### config.mk
export PLATFORM = sky130hd
export DESIGN_NAME = alu_result_stage
export DESIGN_NICKNAME = d
export VERILOG_FILES = /design/src/rtl/alu_result_stage.sv
export SDC_FILE = /design/constraint.sdc
export NUM_CORES = 1
export LEC_CHECK = 0
export ABC_AREA = 1
export CORE_ASPECT_RATIO = 1.75
export CORE_MARGIN = 3
export CORE_UTILIZATION = 48
export DETAILED_ROUTE_END_ITERATION = 7
export PLACE_DENSITY = 0.75
export SYNTH_ARGS = -nofsm -noshare
export SYNTH_HDL_FRONTEND = slang
export SYNTH_SLANG_ARGS = --single-unit
### constraint.sdc
create_clock -name clk -period 1.75 [get_ports clk]
set_input_delay 0.175 -clock clk [delete_from_list [all_inputs] [get_ports clk]]
set_output_delay 0.175 -clock clk [all_outputs]
set_load 0.05 [all_outputs]
### src/rtl/alu_result_stage.sv
// Result buffer behind the incrementer: a small circular FIFO that stores sum/carry
// with zero/negative flags and presents the head entry combinationally.
module alu_result_stage #(
    parameter int WIDTH = 4,
    parameter int DEPTH = 4
) (
    input  logic                     clk,
    input  logic                     rst_n,
    input  logic                     clear,
    input  logic                     in_valid,
    output logic                     in_ready,
    input  logic [WIDTH-1:0]         in_sum,
    input  logic                     in_carry,
    output logic                     out_valid,
    input  logic                     out_ready,
    output logic [WIDTH-1:0]         out_sum,
    output logic                     out_carry,
    output logic                     out_zero,
    output logic                     out_neg,
    output logic [$clog2(DEPTH):0]   level,
    output logic                     wrap_seen
);

    localparam int PW = $clog2(DEPTH);
    localparam int LW = PW + 1;
    localparam int EW = WIDTH + 3;
    localparam logic [LW-1:0] FULL = LW'(DEPTH);

    // Handshake: a transfer happens on a rising edge only when valid and ready are both
    // high; valid never waits on ready, and a full buffer still accepts when the head
    // leaves in the same cycle.
    logic [EW-1:0] r_mem [DEPTH];
    logic [PW-1:0] r_wr_ptr;
    logic [PW-1:0] r_rd_ptr;
    logic [LW-1:0] r_level;
    logic          r_wrap;
    logic          r_live;

    logic          w_push;
    logic          w_pop;
    logic [EW-1:0] w_entry;
    logic [EW-1:0] w_head;

    assign out_valid = (r_level != '0);
    assign in_ready  = r_live && !clear && ((r_level != FULL) || out_ready);
    assign w_push    = in_valid && in_ready;
    assign w_pop     = out_valid && out_ready && !clear;

    // Entry layout {neg, zero, carry, sum}; flags are fixed at push time.
    assign w_entry = {in_sum[WIDTH-1], ~|in_sum, in_carry, in_sum};
    assign w_head  = r_mem[r_rd_ptr];

    assign out_sum   = out_valid ? w_head[WIDTH-1:0] : '0;
    assign out_carry = out_valid & w_head[WIDTH];
    assign out_zero  = out_valid & w_head[WIDTH+1];
    assign out_neg   = out_valid & w_head[WIDTH+2];
    assign level     = r_level;
    assign wrap_seen = r_wrap;

    always_ff @(posedge clk) begin
        if (w_push) begin
            r_mem[r_wr_ptr] <= w_entry;
        end
    end

    // r_live holds in_ready low until the first edge after reset release.
    always_ff @(posedge clk or negedge rst_n) begin
        if (!rst_n) begin
            r_wr_ptr <= '0;
            r_rd_ptr <= '0;
            r_level  <= '0;
            r_wrap   <= 1'b0;
            r_live   <= 1'b0;
        end else begin
            r_live <= 1'b1;
            if (clear) begin
                r_wr_ptr <= '0;
                r_rd_ptr <= '0;
                r_level  <= '0;
                r_wrap   <= 1'b0;
            end else begin
                if (w_push) begin
                    r_wr_ptr <= r_wr_ptr + 1'b1;
                end
                if (w_pop) begin
                    r_rd_ptr <= r_rd_ptr + 1'b1;
                end
                if (w_push && in_carry) begin
                    r_wrap <= 1'b1;
                end
                case ({w_push, w_pop})
                    2'b10:   r_level <= r_level + 1'b1;
                    2'b01:   r_level <= r_level - 1'b1;
                    default: r_level <= r_level;
                endcase
            end
        end
    end

endmodule

==> impl_metrics.tcl <==
set metrics [dict create \
    synth_area_leader_cell "edfxtp_1" \
    hold_class "primary input to asynchronous set/reset pin" \
    grt_start_max_net_pins 14 \
    netlist_top_cells_area "edfxtp_1, dfrtp_1, nor2_1, o21ai_0, inv_1" \
    p_total_mw 2.39 \
    yosysUniqueCellTypes 25 \
    clk_pin_slew_worst_paths_ns 0.07 \
    max_freq_mhz 574 \
    hold_viol 0 \
    antenna_cells 0 \
    dp_hpwl_um 2640 \
    p_sw_uw 842 \
    tightest_slew_ns 0.496 \
    grt_use_met3 0.0404 \
    cts_inserted_buffers 5 \
    fin_crit_sh 0.996 \
    slew_headroom 0.668 \
    setup_tns_ns 0 \
    h-tree-depth 2 \
    antenna_found_initial 0 \
    powerDensity_nw_per_um2 1080 \
    rows 26 \
    die_y_um 81.2 \
    path_class "flip-flop to flip-flop" \
    cts_sinks 33 \
    yosysWarnings 0 \
    maxCapViolCount 0 \
    numPortBuffers 22 \
    cpPeakStageDelay_ns 0.42 \
    combPwrFrac 0.395 \
    path_common_cell "nand2_1" \
    yosys-top-cells-count "nor2_1, edfxtp_1, o21ai_0, inv_1, nand2_1" \
    routedWlPerCell_um 14.8 \
    drive_gt1_frac 0.371 \
    setup_viol 0 \
    pre_cts_ws_ns -0.175 \
    io_pins 23 \
    clkPwrFrac 0.230 \
    start_kind "flip-flop" \
    die_x_um 49.0 \
    postPlaceCellArea_sq_um 2070 \
    gr-usage-all-layers 0.198 \
    core_area_sq_um 2990 \
    finalWirelength_um 3530 \
    grt_pass1_vias 1264 \
    ys_async_sr_fraction 0.273 \
    final_util 0.740 \
    crit_chain "nor2_4 > nand2_4 > nand2_4 > nor2_4 > nand2_4 > inv_2 > fa_2 > xnor2_2 > inv_1 > nand2_1 > nand2_1 > nand2_1 > nand2_1" \
    ys_seq_elements 33 \
    post_drt_via_cell_ratio 5.01 \
    design_area_sq_um 2220 \
    grt_overflow 0 \
    ir_drop_uv 649 \
    ctsHoldBuffers 0 \
    synth.yosys.seq_area_share 0.610 \
    drtPass1Iterations 4 \
    dieArea_sq_um 3980 \
    path_max_fanout 4 \
    synth_flop_cell "edfxtp_1" \
    fin_ws_ns 0.00674 \
    crit_arrival_ns 1.92 \
    drt_iter0_drc 22 \
    clkLatencyLatePin_ns 0.29 \
    met1_usage 0.171 \
    postSynthCellCount 146 \
    yosysMostFrequentCell "nor2_1" \
    slew_viol_final 0 \
    yosys.area.top_type_share 0.465 \
    cts_root_buffer "clkbuf_8" \
    start_util 0.518 \
    skew_ns 0.00720 \
    r2r_cells 13 \
    cts_buffer_depth 2 \
    synth.cell_area_sq_um 1550 \
    nets 211 \
    vias 1198 \
    synth_edf_count 24 \
    switching_share 0.352 \
    drc_errors 0 \
    synth_nets 161 \
    min_period_ns 1.74 \
    area_growth_pct 42.8 \
    gp_congestion 0.768 \
    status "finished, final reports clean" \
    use_met2 0.399 \
    cts_tree "done" \
    p_int_mw 1.55 \
    busiest_layer "met2" \
    end_kind "flip-flop" \
    slowest_stage "dfrtp_2" \
    p_seq_frac 0.375 \
    rsz0062_at_grt "yes" \
    syn_avg_cell_area_sq_um 10.6 \
    grt_pass1_wl_um 5690 \
    ant_nets 0 \
    leakage_nw 0.910 \
    critPathRequiredTime_ns 1.92 \
]
## cells by family (layout without fill, tap and decap cells)
family / count (synthesis) / count (layout) / share of synthesized area
AND/OR/NAND/NOR: 61 / 61 / 0.202
flip-flops: 33 / 33 / 0.610
AO/OA/AOI/OAI: 25 / 25 / 0.0831
buffers and inverters: 20 / 71 / 0.0516
adder cells (fa/ha/maj): 5 / 5 / 0.0452
other: 1 / 1 / 0.00242
XOR/XNOR: 1 / 1 / 0.00565
## critical path: cells and delay by family, from the launching register on
family / cells / cell delay [ns]
AND/OR/NAND/NOR: 9 / 0.61
flip-flops: 1 / 0.42
adder cells (fa/ha/maj): 1 / 0.34
XOR/XNOR: 1 / 0.15
buffers and inverters: 2 / 0.09
## flip-flops by register name, indices dropped and copies added (netlist names)
name / cells
r_wr_ptr: 2
r_live: 1
level: 3
r_mem: 24
wrap_seen: 1
r_rd_ptr: 2
## power by group through the flow
stage	registers, mW	logic (mW)	clock network [mW]
final	0.897	0.946	0.551
after global routing	0.899	1.00	0.597
after CTS	0.895	0.891	0.558
after detailed placement	0.910	0.871	0
after global placement	0.907	0.849	0
after floorplan	0.960	0.441	0
## per-layer routing
layer	up-vias	share of wire
met5	-	0
met1	571	0.35
met3	11	0.045
li1	580	-
met4	0	0.029
met2	36	0.58
## stage by stage
step	hold WS, ns	instances
2_1_floorplan	-0.121	146
3_3_place_gp	0.478	226
3_5_place_dp	0.487	226
4_1_cts	0.208	235
5_1_grt	0.213	239
6_report	0.211	239
## final timing paths
check | from | slack (ns) | end
max in group asynchronous | rst_n | 1.19 | level[0]$_DFFE_PN0P_
min in group clk | wrap_seen$_DFFE_PN0P_ | 0.50 | wrap_seen$_DFFE_PN0P_
hold reg to reg | wrap_seen$_DFFE_PN0P_ | 0.50 | wrap_seen$_DFFE_PN0P_
setup / recovery | level[0]$_DFFE_PN0P_ | 0.007 | level[2]$_DFFE_PN0P_
setup reg to reg | level[0]$_DFFE_PN0P_ | 0.007 | level[2]$_DFFE_PN0P_
hold / removal | rst_n | 0.21 | wrap_seen$_DFFE_PN0P_
## placed cells by master, fill, tap and decap left out
master           instances
nor2_1                  29
buf_4                   27
edfxtp_1                24
nand2_1                 13
inv_1                   12
o21ai_0                 12
clkdlybuf4s50_1         10
buf_12                   8
dfrtp_1                  6
clkbuf_8                 5
inv_2                    4
nand2_4                  4
o21ai_1                  4
a21oi_2                  4
nand3_1                  4
ha_1                     4
nor2_4                   3
a21oi_4                  3
nand2_2                  3
dfrtp_2                  3
a21oi_1                  2
clkinvlp_4               1
nor2_2                   1
nand3_4                  1
and2_2                   1
nor4_1                   1
nand4_1                  1
xnor2_2                  1
fa_2                     1
clkinv_1                 1
clkinv_2                 1
clkinv_4                 1
buf_6                    1
conb_1                   1
## repair_timing
item,4_1_cts,5_1_grt
buffers inserted,1,3
pin swaps,1,2
gates resized for setup,2,9
gates cloned,0,1
setup endpoints to repair,8,9
## layout make-up
class | count | area (sq um)
fill | 222 | 777
clock buffer | 5 | 68.8
sequential | 33 | 950
tap | 42 | 52.6
inverter | 17 | 67.6
multi-input combinational | 93 | 586
clock inverter | 3 | 17.5
timing repair buffer | 46 | 474
No activity file was read; power rests on OpenSTA's default activity.
